### src/rtl/multicycle_control_unit.sv
// Multicycle MIPS control FSM: sequences every data_path control line
// for R-type, lw, sw, beq and addi, with optional memory wait states.
module multicycle_control_unit #(
  parameter int unsigned MEM_WAIT = 0
) (
  input  logic       clk,
  input  logic       reset,
  input  logic [5:0] op,
  input  logic [5:0] Funct,
  input  logic       zero,
  output logic       ALUSrcA,
  output logic [1:0] ALUSrcB,
  output logic [2:0] ALUControl,
  output logic       PC_enable,
  output logic       IorD,
  output logic       MemWrite,
  output logic       IRWrite,
  output logic       RegDst,
  output logic       MemtoReg,
  output logic       RegWrite,
  output logic       PCSrc,
  output logic       illegal_op,
  output logic [3:0] state_disp
);

  localparam logic [3:0] FETCH    = 4'd0;
  localparam logic [3:0] DECODE   = 4'd1;
  localparam logic [3:0] MEMADR   = 4'd2;
  localparam logic [3:0] MEMREAD  = 4'd3;
  localparam logic [3:0] MEMWB    = 4'd4;
  localparam logic [3:0] MEMWRITE = 4'd5;
  localparam logic [3:0] EXECUTE  = 4'd6;
  localparam logic [3:0] ALUWB    = 4'd7;
  localparam logic [3:0] BRANCH   = 4'd8;
  localparam logic [3:0] ADDIEXEC = 4'd9;
  localparam logic [3:0] ADDIWB   = 4'd10;

  localparam logic [3:0] WAIT_LAST = 4'(MEM_WAIT);

  logic [3:0] state_q, state_d;
  logic [3:0] wait_cnt_q, wait_cnt_d;
  logic       mem_done;
  logic       is_r, is_lw, is_sw, is_beq, is_addi;
  logic       fn_ok;
  logic [2:0] fn_alu;
  logic       illegal;
  logic       pc_write, ir_write, mem_write, reg_write;

  assign is_r    = (op == 6'h00);
  assign is_lw   = (op == 6'h23);
  assign is_sw   = (op == 6'h2B);
  assign is_beq  = (op == 6'h04);
  assign is_addi = (op == 6'h08);
  assign mem_done = (wait_cnt_q == WAIT_LAST);

  always_comb begin
    fn_ok  = 1'b1;
    fn_alu = 3'b000;
    unique case (1'b1)
      (Funct == 6'h20): fn_alu = 3'b000;
      (Funct == 6'h22): fn_alu = 3'b001;
      (Funct == 6'h24): fn_alu = 3'b010;
      (Funct == 6'h25): fn_alu = 3'b011;
      (Funct == 6'h2A): fn_alu = 3'b100;
      default:          fn_ok  = 1'b0;
    endcase
  end

  always_ff @(posedge clk or negedge reset) begin
    if (!reset) begin
      state_q    <= FETCH;
      wait_cnt_q <= 4'd0;
    end else begin
      state_q    <= state_d;
      wait_cnt_q <= wait_cnt_d;
    end
  end

  always_comb begin
    state_d = state_q;
    illegal = 1'b0;
    case (state_q)
      FETCH:   if (mem_done) state_d = DECODE;
      DECODE: begin
        unique case (1'b1)
          (is_lw || is_sw):  state_d = MEMADR;
          (is_r && fn_ok):   state_d = EXECUTE;
          is_beq:            state_d = BRANCH;
          is_addi:           state_d = ADDIEXEC;
          default: begin
            state_d = FETCH;
            illegal = 1'b1;
          end
        endcase
      end
      MEMADR:   state_d = is_sw ? MEMWRITE : MEMREAD;
      MEMREAD:  if (mem_done) state_d = MEMWB;
      MEMWB:    state_d = FETCH;
      MEMWRITE: state_d = FETCH;
      EXECUTE:  state_d = ALUWB;
      ALUWB:    state_d = FETCH;
      BRANCH:   state_d = FETCH;
      ADDIEXEC: state_d = ADDIWB;
      ADDIWB:   state_d = FETCH;
      default:  state_d = FETCH;
    endcase
    // counter only advances while parked in a memory-wait state
    if (state_d != state_q) wait_cnt_d = 4'd0;
    else if (state_q == FETCH || state_q == MEMREAD)
      wait_cnt_d = wait_cnt_q + 4'd1;
    else wait_cnt_d = 4'd0;
  end

  always_comb begin
    ALUSrcA    = 1'b0;
    ALUSrcB    = 2'b00;
    ALUControl = 3'b000;
    IorD       = 1'b0;
    RegDst     = 1'b0;
    MemtoReg   = 1'b0;
    PCSrc      = 1'b0;
    pc_write   = 1'b0;
    ir_write   = 1'b0;
    mem_write  = 1'b0;
    reg_write  = 1'b0;
    case (state_q)
      FETCH: begin
        IorD     = 1'b1;
        ALUSrcB  = 2'b01;
        pc_write = mem_done;
        ir_write = mem_done;
      end
      DECODE:   ALUSrcB = 2'b11;
      MEMADR: begin
        ALUSrcA = 1'b1;
        ALUSrcB = 2'b10;
      end
      MEMWB: begin
        reg_write = 1'b1;
        MemtoReg  = 1'b1;
      end
      MEMWRITE: mem_write = 1'b1;
      EXECUTE: begin
        ALUSrcA    = 1'b1;
        ALUControl = fn_alu;
      end
      ALUWB: begin
        reg_write = 1'b1;
        RegDst    = 1'b1;
      end
      BRANCH: begin
        ALUSrcA    = 1'b1;
        ALUControl = 3'b001;
        PCSrc      = 1'b1;
        pc_write   = zero;
      end
      ADDIEXEC: begin
        ALUSrcA = 1'b1;
        ALUSrcB = 2'b10;
      end
      ADDIWB:   reg_write = 1'b1;
      default: ;
    endcase
  end

  // enables are held off for the whole reset window
  assign PC_enable  = pc_write & reset;
  assign IRWrite    = ir_write & reset;
  assign MemWrite   = mem_write & reset;
  assign RegWrite   = reg_write & reset;
  assign illegal_op = illegal & reset;
  assign state_disp = state_q;

endmodule

### config.mk
export PLATFORM = sky130hd
export DESIGN_NAME = multicycle_control_unit
export DESIGN_NICKNAME = d
export VERILOG_FILES = /design/src/rtl/multicycle_control_unit.sv
export SDC_FILE = /design/constraint.sdc
export NUM_CORES = 1
export LEC_CHECK = 0
export ABC_AREA = 1
export ABC_CLOCK_PERIOD_IN_PS = 2900
export CORE_ASPECT_RATIO = 1.1
export CORE_MARGIN = 2
export CORE_UTILIZATION = 45
export CTS_CLUSTER_DIAMETER = 60
export CTS_CLUSTER_SIZE = 25
export DETAILED_ROUTE_END_ITERATION = 8
export HOLD_SLACK_MARGIN = 0.08
export PLACE_DENSITY = 0.95
export SLEW_MARGIN = 10
export SYNTH_ARGS = -nofsm -noshare
export SYNTH_HDL_FRONTEND = slang
export SYNTH_SLANG_ARGS = --single-unit
### constraint.sdc
create_clock -name clk -period 2.9 [get_ports clk]
set_input_delay 0.87 -clock clk [delete_from_list [all_inputs] [get_ports clk]]
set_output_delay 0.87 -clock clk [all_outputs]
set_load 0.005 [all_outputs]
Word-level counts from Yosys, hierarchy flattened
Cells that the tools add are included.
{"block": "op_classes", "div": 0, "eq_ne": 20, "shifts": 0, "n_lt_le_gt_ge": 0, "n_mul": 0, "n_mux": 22, "addsub": 1, "n_bitwise": 5, "reduce_logical": 11}
{"op": "$eq A6 B6 Y1 const B", "n": 7}
{"op": "$pmux W4 S6", "n": 1}
{"op": "$eq A4 B3 Y1 const B", "n": 4}
{"op": "$mux W4", "n": 4}
{"op": "$pmux W4 S4", "n": 1}
{"op": "$eq A4 B4 Y1 const B", "n": 3}
{"op": "$pmux W3 S4", "n": 1}
{"op": "$mux W1", "n": 11}
{"op": "$eq A4 B2 Y1 const B", "n": 2}
{"op": "$logic_not A4 Y1", "n": 2}
{"op": "$reduce_or A4 Y1", "n": 2}
{"op": "$eq A6 B3 Y1 const B", "n": 1}
{"op": "$eq A6 B4 Y1 const B", "n": 1}
{"op": "$logic_not A6 Y1", "n": 1}
{"op": "$pmux W2 S3", "n": 1}
{"op": "$pmux W3 S2", "n": 1}
{"op": "$and A1 B1 Y1", "n": 5}
{"op": "$reduce_or A5 Y1", "n": 1}
{"op": "$add A4 B1 Y4 const B", "n": 1}
{"op": "$eq A4 B1 Y1 const B", "n": 1}
{"op": "$ne A4 B4 Y1", "n": 1}
{"op": "$mux W3", "n": 1}
{"op": "$reduce_or A3 Y1", "n": 1}
{"op": "$logic_or A1 B1 Y1", "n": 2}
{"op": "other kinds (3)", "n": 3}
{"block": "totals", "ram_bits": 0, "romBits": 0, "wordCells": 61, "ff_bits": 8, "latchBits": 0, "output_inout_bits": 19, "in_bits": 15, "n_memories": 0}

Longest topological paths before layout
Gate-level depths: netlist of the first run.
{"block": "depth", "word_depth": 8, "ltp_mapped": 10, "ltp_nobuf": 10}

Worst setup path before layout of the first run
Ideal clock, no wire load.
{"block": "synth_timing", "path_type": "input -> output", "start": "input op[1]", "end": "output illegal_op", "stages": 6, "n_path_buf": 0, "setup_slack_ns": 0.556, "t_required_ns": 2.030, "t_arrival_ns": 1.474, "cell_sequence": "nor2_2 nand3_1 o21ai_0 inv_1 nand3_1 nor2_1"}
{"block": "synth_between", "elab_chain_len": 6, "elab_cells_between_ends": 11, "cone_classes": "eq/ne: 4; mux: 2; bitwise: 1; reduce/logical: 4"}
{"item": "start: declaration", "line_no": "8", "rtl": "input logic [5:0] op,"}
{"item": "$eq A6 B6 Y1 (tied with other cells)", "line_no": "50", "rtl": "assign is_lw = (op == 6'h23);"}
{"item": "$logic_or A1 B1 Y1 / $logic_and A1 B1 Y1 (equally long branches)", "line_no": "86, 87"}
{"item": "$reduce_or A4 Y1 (no line) *"}
{"item": "$mux W1 *", "line_no": "85", "rtl": "unique case (1'b1)"}
{"item": "$mux W1 *", "line_no": "82", "rtl": "case (state_q)"}
{"item": "$and A1 B1 Y1 *", "line_no": "171", "rtl": "assign illegal_op = illegal & reset;"}
{"item": "end: declaration", "line_no": "22", "rtl": "output logic illegal_op,"}
Mark *: on every way between the ends. The rest lies on a longest branch, timed or not.

Worst setup path in the final report of the first run
Ends and elaborated chain as after synthesis.

==> results of run 1 <==
## layout make-up
cell class,count,area [µm²]
Clock buffer,3,22.52
Timing Repair Buffer,50,436.7
Multi-Input combinational cell,99,564.3
Sequential cell,8,201.4
Fill cell,144,396.6
Tap cell,18,22.52
Inverter,26,97.59
## cell usage after synthesis
cell,n
a21oi_1,3
a21oi_2,1
a22oi_1,1
a31oi_1,1
dfrtp_1,8
ha_1,2
inv_1,18
inv_2,8
nand2_1,25
nand2_2,3
nand2_4,2
nand3_1,14
nand3_2,3
nand4_1,3
nor2_1,30
nor2_2,2
nor2_4,2
nor3_1,1
o21ai_0,3
o31ai_1,1
xor2_1,2
## report_power, final
| group | switching [W] | total [W] | internal [W] |
|---|---|---|---|
| clock | 0.0000382 | 0.0000856 | 0.0000474 |
| combinational | 0.000287 | 0.000531 | 0.000245 |
| sequential | 0.0000369 | 0.000177 | 0.000140 |
| total | 0.000362 | 0.000794 | 0.000432 |
## layer usage
metal	vias up	routed length [µm]
met2	47	1342
met3	14	166
met1	477	832
met5	-	0
li1	521	-
met4	0	93
## path summary, 6_finish.rpt
path                                          from                 endpoint  slack, ns  depth (start not counted)
setup / recovery                             op[1]               illegal_op       0.06                          8
hold / removal             wait_cnt_q[3]$_DFF_PN0_  wait_cnt_q[3]$_DFF_PN0_       0.56                          2
setup reg to reg           state_disp[1]$_DFF_PN0_  wait_cnt_q[2]$_DFF_PN0_       1.44                          9
hold reg to reg            wait_cnt_q[3]$_DFF_PN0_  wait_cnt_q[3]$_DFF_PN0_       0.56                          2
max in group asynchronous                    reset  state_disp[0]$_DFF_PN0_       1.71                          3
min in group asynchronous                    reset  state_disp[2]$_DFF_PN0_       1.06                          3
## what timing repair did
| action | in CTS | in global routing |
|---|---|---|
| resized for setup | 35 | 9 |
| gates cloned | 0 | 0 |
| setup endpoints to repair | 8 | 2 |
| pin swaps | 9 | 5 |
| setup buffers | 6 | 1 |
## kinds of logic after synthesis
group                    after synthesis  share of synthesized area
adder cells (fa/ha/maj)                2                    0.03100
AND/OR/NAND/NOR                       85                     0.5039
XOR/XNOR                               2                    0.02171
AO/OA/AOI/OAI                         10                    0.07442
buffers and inverters                 26                     0.1209
flip-flops                             8                     0.2481
## tightest hold or removal path, cell delays in order, from the launching register on
cell and delay, ns:
dfrtp_1 0.35, xor2_1 0.07, nor2_1 0.09
## metrics by stage
step / TNS, ns / instances / hold slack [ns] / instance area (µm²) / total power [W]
2_1_floorplan: 0 / 133 / 0.5056 / 807.0 / 0.0004781
3_3_place_gp: -1.457 / 194 / 0.5248 / 1235 / 0.0006870
3_5_place_dp: -1.635 / 194 / 0.5463 / 1235 / 0.0007128
4_1_cts: 0 / 203 / 0.5625 / 1316 / 0.0007876
5_1_grt: -0.02840 / 204 / 0.6249 / 1345 / 0.0008636
6_report: 0 / 204 / 0.5571 / 1345 / 0.0007936
## registers in the layout (all words and copies together) (netlist names)
signal,count
state_disp,4
wait_cnt_q,4
==> results.json, run 1 <==
{
  "gp_congestion": 0.8386,
  "hold_viol": 0,
  "path_buf_inv": 3,
  "dp_hpwl_um": 1948,
  "grt_max_degree": 9,
  "postLayoutCoreUtil": 0.7723,
  "core_mm2": 0.001742,
  "clock_skew_ns": 0.004932,
  "cts_inserted_buffers": 3,
  "setup_violations": 0,
  "htreeDepth": 1,
  "yosys.area.top_type": "dfrtp_1",
  "wl_per_cell_um": 11.94,
  "cts-root-buf": "clkbuf_4",
  "synth_area_per_cell_um2": 6.068,
  "grt_pass1_wl_um": 4174,
  "critPathCaptureType": "output port",
  "seq_area_frac_synth": 0.2481,
  "dp_slack_ns": -0.4354,
  "die_w_um": 44.38,
  "fin_nets": 205,
  "synth.area.top_cells": "dfrtp_1 25%, nor2_1 14%, nand2_1 12%",
  "outcome": "finished clean",
  "hold_path_class": "reg -> reg",
  "power.density_mw_per_mm2": 590.0,
  "path_cells": "dlygate4sd2_1, nor2_2, nand3_2, o21ai_2, inv_1, nand3_2, nor2_1, dlygate4sd2_1",
  "num_vias": 1059,
  "synth_warnings": 0,
  "cp_max_fo": 2,
  "crit_family": "buffers and inverters",
  "drt_iter0_markers": 38,
  "fp-row-count": 16,
  "path_clk_slew_ns": 0.05,
  "cp-start-kind": "input port",
  "fmax_mhz": 351.6,
  "ys_ff_latch": 8,
  "holdBufCountCts": 0,
  "met3_usage": 0.05597,
  "leakage_nw": 0.7209,
  "drive_gt1_frac": 0.3118,
  "fin_crit_sh": 0.9807,
  "crit_arrival_ns": 1.97,
  "maxCapViolCount": 0,
  "initial_core_util": 0.4634,
  "setup_ws_ns": 0.05609,
  "crit_slowest_cell": "dlygate4sd2_1",
  "syn-instance-count": 133,
  "met2_usage": 0.4608,
  "io_pins": 34,
  "antenna_left": 0,
  "syn2layout_area_growth_pct": 66.67,
  "antenna_found_initial": 0,
  "synthDistinctLibCells": 21,
  "peakVddDrop_mv": 0.3520,
  "final_cell_mix": "24 x nor2_1, 24 x nand2_1, 17 x dlygate4sd2_1, 17 x buf_4, 16 x inv_1",
  "overflow": 0,
  "cts.sinks": 8,
  "antennaDiodeCount": 0,
  "use_met1": 0.2600,
  "synth_top_area_share": 0.2481,
  "max_stage_delay_ns": 0.26,
  "drt-total-wl_um": 2435,
  "drv_slew": 0,
  "die_h_um": 48.42,
  "first_global_vias": 1063,
  "crit_type": "in -> out",
  "drc_errors": 0,
  "required_ns": 2.03,
  "track_usage": 0.2545,
  "period_needed_ns": 2.844,
  "busiest_layer": "met2",
  "synth_nets": 150,
  "clkLatencyLatePin_ns": 0.26,
  "worstMarginPinSlew_ns": 0.2286,
  "synth_area_um2": 807.0,
  "portBuffers": 33,
  "cts_tree": "yes",
  "avgViaCountPerCell": 5.191,
  "relSlewSlack": 0.8469,
  "drt-pass1-iter-count": 4,
  "dieArea_mm2": 0.002148,
  "clock_path_buffers": 2
}
Note: power is estimated with default switching activity, not from simulation.
==> run 2: changes to the inputs <==
--- a/config.mk
+++ b/config.mk
@@ -14,7 +14,7 @@
 export CTS_CLUSTER_SIZE = 25
 export DETAILED_ROUTE_END_ITERATION = 8
 export HOLD_SLACK_MARGIN = 0.08
-export PLACE_DENSITY = 0.95
+export PLACE_DENSITY = 0.87
 export SLEW_MARGIN = 10
 export SYNTH_ARGS = -nofsm -noshare
 export SYNTH_HDL_FRONTEND = slang
==> results.json, run 2 (synthesized netlist as in run 1, its figures left out) <==
{
  "outcome": "finished clean",
  "dp_hpwl_um": 1854,
  "clock_path_buffers": 2,
  "maxCapViolCount": 0,
  "drt_iter0_markers": 12,
  "drive_gt1_frac": 0.2842,
  "leakage_nw": 0.7447,
  "hold_viol": 0,
  "antenna_found_initial": 0,
  "syn2layout_area_growth_pct": 66.67,
  "die_w_um": 44.38,
  "num_vias": 1029,
  "cts-root-buf": "clkbuf_4",
  "post_dp_cell_area_mm2": 0.001235,
  "final_cell_count_no_fill": 201,
  "cp_max_fo": 3,
  "crit_arrival_ns": 1.99,
  "postLayoutCellArea_mm2": 0.001345,
  "period_needed_ns": 2.855,
  "multi_input_area_um2": 558.0,
  "reg2regPathDepth": 9,
  "cp-start-kind": "input port",
  "track_usage": 0.2280,
  "antennaDiodeCount": 0,
  "drc_errors": 0,
  "gp_congestion": 0.8168,
  "peakVddDrop_mv": 0.2835,
  "wl_per_cell_um": 11.85,
  "clkLatencyLatePin_ns": 0.25,
  "crit_slowest_cell": "dlygate4sd2_1",
  "crit_type": "in -> out",
  "path_clk_slew_ns": 0.06,
  "die_h_um": 48.42,
  "dp_slack_ns": -0.4468,
  "setup_violations": 0,
  "fin_crit_sh": 0.9846,
  "fp-row-count": 16,
  "fmax_mhz": 350.2,
  "critPathCaptureType": "output port",
  "clock_skew_ns": 0.01034,
  "finalPower_w": 0.0007933,
  "power.density_mw_per_mm2": 589.8,
  "grt_max_degree": 9,
  "cts_tree": "yes",
  "cts_inserted_buffers": 3,
  "dieArea_mm2": 0.002148,
  "rsz0062_at_grt": "true",
  "hold_path_class": "reg -> reg",
  "dpl.cell_count": 194,
  "min_path_cells": 2,
  "drt-total-wl_um": 2382,
  "drv_slew": 0,
  "avgViaCountPerCell": 5.119,
  "grt_pass1_wl_um": 3808,
  "max_stage_delay_ns": 0.26,
  "fill_cells": 143,
  "portBuffers": 33,
  "overflow": 0,
  "layout_commonest_cell": "nand2_1",
  "core_mm2": 0.001742,
  "io_pins": 34,
  "cts.sinks": 8,
  "final_cell_mix": "25 x nand2_1, 24 x nor2_1, 18 x inv_1, 14 x clkdlybuf4s50_1, 13 x buf_4",
  "relSlewSlack": 0.8386,
  "first_global_vias": 991,
  "path_cells": "dlygate4sd2_1, inv_1, nor2_1, nand3_2, nand3_2, nand2_1, o21ai_2, nor2_1, dlygate4sd2_1",
  "antenna_left": 0,
  "initial_core_util": 0.4634,
  "setup_ws_ns": 0.04466,
  "drt-pass1-iter-count": 4,
  "worstMarginPinSlew_ns": 0.2422,
  "htreeDepth": 1,
  "regArea_um2": 201.4,
  "fin_nets": 202,
  "required_ns": 2.03
}
==> run 2: cell types whose count changed in the layout (fill, tap and decap cells not counted), moves of 2 or more <==
| cell | delta |
|---|---|
| dlygate4sd2_1 | -7 |
| nand3_1 | +2 |
| inv_1 | +2 |
| inv_2 | -2 |
| dlymetal6s2s_1 | +6 |
| buf_4 | -4 |
| nand3_2 | -2 |
==> run 2: layout make-up <==
cell class | count | share of cell area
Inverter | 26 | 0.07256
Sequential cell | 8 | 0.1498
Timing Repair Buffer | 47 | 0.3293
Multi-Input combinational cell | 99 | 0.4149
Tap cell | 18 | 0.01674
Clock buffer | 3 | 0.01674
==> run 2: per-layer routing <==
| layer | vias to the layer above | GRT usage | part of all wire |
|---|---|---|---|
| met3 | 4 | 0.04478 | 0.050 |
| li1 | 516 | - | - |
| met2 | 29 | 0.4510 | 0.55 |
| met1 | 480 | 0.2261 | 0.39 |
| met4 | 0 | 0.06061 | 0.0088 |
| met5 | - | 0 | 0 |
==> run 2: worst paths after layout <==
path                       slack (ns)                    start                       to
hold reg to reg                  0.55  wait_cnt_q[3]$_DFF_PN0_  wait_cnt_q[3]$_DFF_PN0_
setup / recovery                 0.04                 Funct[0]               illegal_op
hold / removal                   0.55  wait_cnt_q[3]$_DFF_PN0_  wait_cnt_q[3]$_DFF_PN0_
setup reg to reg                 1.47  state_disp[3]$_DFF_PN0_  wait_cnt_q[1]$_DFF_PN0_
max in group asynchronous        1.98                    reset  wait_cnt_q[2]$_DFF_PN0_
min in group asynchronous        0.79                    reset  state_disp[1]$_DFF_PN0_
==> run 2: repair_timing <==
item	CTS	global route
endpoints found under the setup margin	7	4
hold buffers	0	0
pin swaps	3	4
resized for setup	26	15
setup buffers	3	1
==> run 2: where the power goes <==
part           switching (W)  internal (W)  total (W)
combinational       0.000283      0.000249   0.000532
clock              0.0000367     0.0000473  0.0000840
sequential         0.0000378      0.000140   0.000178
total               0.000357      0.000436   0.000793
==> run 2: metrics by stage <==
step	TNS [ns]	utilization	hold slack [ns]
finish	0	0.7723	0.5467
global route	-0.03663	0.7723	0.5610
CTS	-0.1832	0.7457	0.5534
detailed placement	-1.620	0.7091	0.5368
global placement	-1.481	0.7091	0.5245
floorplan	0	-	0.5056
==> run 2: worst max-delay path, delay by kind of cell <==
kind / cells / cell delay [ns]
simple gates: 5 / 0.46
buf+inv: 3 / 0.58
compound gates: 1 / 0.08
==> run 3: changes to the inputs <==
--- a/config.mk
+++ b/config.mk
@@ -15,6 +15,8 @@
 export DETAILED_ROUTE_END_ITERATION = 8
 export HOLD_SLACK_MARGIN = 0.08
 export PLACE_DENSITY = 0.87
+export SKIP_CTS_REPAIR_TIMING = 1
+export SKIP_LAST_GASP = 1
 export SLEW_MARGIN = 10
 export SYNTH_ARGS = -nofsm -noshare
 export SYNTH_HDL_FRONTEND = slang
==> results.json, run 3 (synthesized netlist as in run 1, its figures left out) <==
{
  "clkLatencyLatePin_ns": 0.26,
  "syn2layout_area_growth_pct": 61.40,
  "fmax_mhz": 334.4,
  "drt-total-wl_um": 2266,
  "cts.sinks": 8,
  "initial_core_util": 0.4634,
  "overflow": 0,
  "setup_ws_ns": -0.09028,
  "dp_slack_ns": -0.4468,
  "setup_violations": 2,
  "critPathCaptureType": "output port",
  "core_mm2": 0.001742,
  "clock_skew_ns": 0.01324,
  "fill_cells": 148,
  "final_cell_count_no_fill": 198,
  "portBuffers": 33,
  "rsz0062_at_grt": "true",
  "maxCapViolCount": 0,
  "grt_max_degree": 9,
  "drv_slew": 0,
  "path_clk_slew_ns": 0.06,
  "hold_viol": 0,
  "rr_startpoint": "state_disp[3]$_DFF_PN0_",
  "violations": "negative setup slack",
  "cp_max_fo": 3,
  "drc_errors": 0,
  "drive_gt1_frac": 0.2278,
  "die_h_um": 48.42,
  "dieArea_mm2": 0.002148,
  "worstSetupEndpoint": "illegal_op",
  "first_global_vias": 939,
  "htreeDepth": 1,
  "final_cell_mix": "27 x nor2_1, 25 x nand2_1, 21 x clkdlybuf4s50_1, 18 x inv_1, 14 x nand3_1",
  "required_ns": 2.03,
  "outcome": "finished with violations",
  "worstMarginPinSlew_ns": 0.2491,
  "die_w_um": 44.38,
  "cts_inserted_buffers": 3,
  "r2r_end": "wait_cnt_q[1]$_DFF_PN0_",
  "grt_pass1_wl_um": 3539,
  "io_pins": 34,
  "hold_path_class": "reg -> reg",
  "fin_nets": 199,
  "drt_iter0_markers": 17,
  "crit_start": "op[1]",
  "dpl.cell_count": 194,
  "dp_hpwl_um": 1854,
  "fin_crit_sh": 1.031,
  "period_needed_ns": 2.990,
  "crit_arrival_ns": 2.12,
  "drt-pass1-iter-count": 6,
  "fp-row-count": 16,
  "gp_congestion": 0.8168,
  "antenna_found_initial": 0,
  "leakage_nw": 0.7810,
  "crit_slowest_cell": "clkdlybuf4s50_1",
  "max_stage_delay_ns": 0.45,
  "reg2regPathDepth": 9,
  "wl_per_cell_um": 11.44,
  "rrSetupSlack_ns": 1.46,
  "power.density_mw_per_mm2": 609.0,
  "antenna_left": 0,
  "num_vias": 1003,
  "peakVddDrop_mv": 0.2810,
  "avgViaCountPerCell": 5.066,
  "cts_tree": "yes",
  "track_usage": 0.2115,
  "antennaDiodeCount": 0,
  "path_cells": "clkdlybuf4s50_1, nor2_2, nand3_1, nor2_1, nand2_1, o21ai_1, nor2_1, dlymetal6s2s_1",
  "cts-root-buf": "clkbuf_4",
  "layout_commonest_cell": "nor2_1",
  "crit_type": "in -> out",
  "relSlewSlack": 0.8339,
  "clock_path_buffers": 2,
  "cp-start-kind": "input port",
  "cpMostUsedCell": "nor2_1"
}
run 3: worst max-delay path, delay by kind of cell:
family	cells	cell delay, ns
AOI/OAI and AO/OA	1	0.10
buffers and inverters	2	0.60
and+or+nand+nor	5	0.57
run 3: stage by stage:
step / TNS, ns / power [W] / area [µm²] / hold slack (ns) / util
2_1_floorplan: 0 / 0.0004781 / 807.0 / 0.5056 / -
3_3_place_gp: -1.481 / 0.0006932 / 1235 / 0.5245 / 0.7091
3_5_place_dp: -1.620 / 0.0007080 / 1235 / 0.5368 / 0.7091
4_1_cts: -1.687 / 0.0007953 / 1257 / 0.5534 / 0.7220
5_1_grt: -0.3352 / 0.0008529 / 1303 / 0.5608 / 0.7478
6_report: -0.1530 / 0.0007932 / 1303 / 0.5473 / 0.7478
run 3: per-layer routing:
metal / vias to the layer above / track usage / wire, µm
li1: 512 / - / -
met1: 458 / 0.2191 / 918
met2: 33 / 0.4044 / 1244
met3: 0 / 0.04478 / 103
met4: 0 / 0.06061 / 0
met5: - / 0 / 0
run 3: where the power goes:
part | switching (W) | internal (W) | total, W
Clock | 0.0000388 | 0.0000474 | 0.0000862
Sequential | 0.0000383 | 0.000140 | 0.000178
Combinational | 0.000278 | 0.000250 | 0.000529
Total | 0.000356 | 0.000438 | 0.000793
run 3: final cells by class:
class                      instances  area, µm²  share of cell area
timing repair buffer              44      435.4              0.3343
tap                               18      22.52             0.01729
inverter                          26      97.59             0.07493
sequential                         8      201.4              0.1547
multi-input combinational         99      523.0              0.4015
clock buffer                       3      22.52             0.01729
run 3: worst min-delay path by stage:
stage               depth (start not counted)                      end               startpoint
finish                                      2  wait_cnt_q[3]$_DFF_PN0_  wait_cnt_q[3]$_DFF_PN0_
global route                                2  wait_cnt_q[3]$_DFF_PN0_  wait_cnt_q[3]$_DFF_PN0_
CTS                                         2  wait_cnt_q[3]$_DFF_PN0_  wait_cnt_q[3]$_DFF_PN0_
detailed placement                          2  wait_cnt_q[3]$_DFF_PN0_  wait_cnt_q[3]$_DFF_PN0_
global placement                            2  wait_cnt_q[3]$_DFF_PN0_  wait_cnt_q[3]$_DFF_PN0_
floorplan                                   2  wait_cnt_q[3]$_DFF_PN0_  wait_cnt_q[3]$_DFF_PN0_
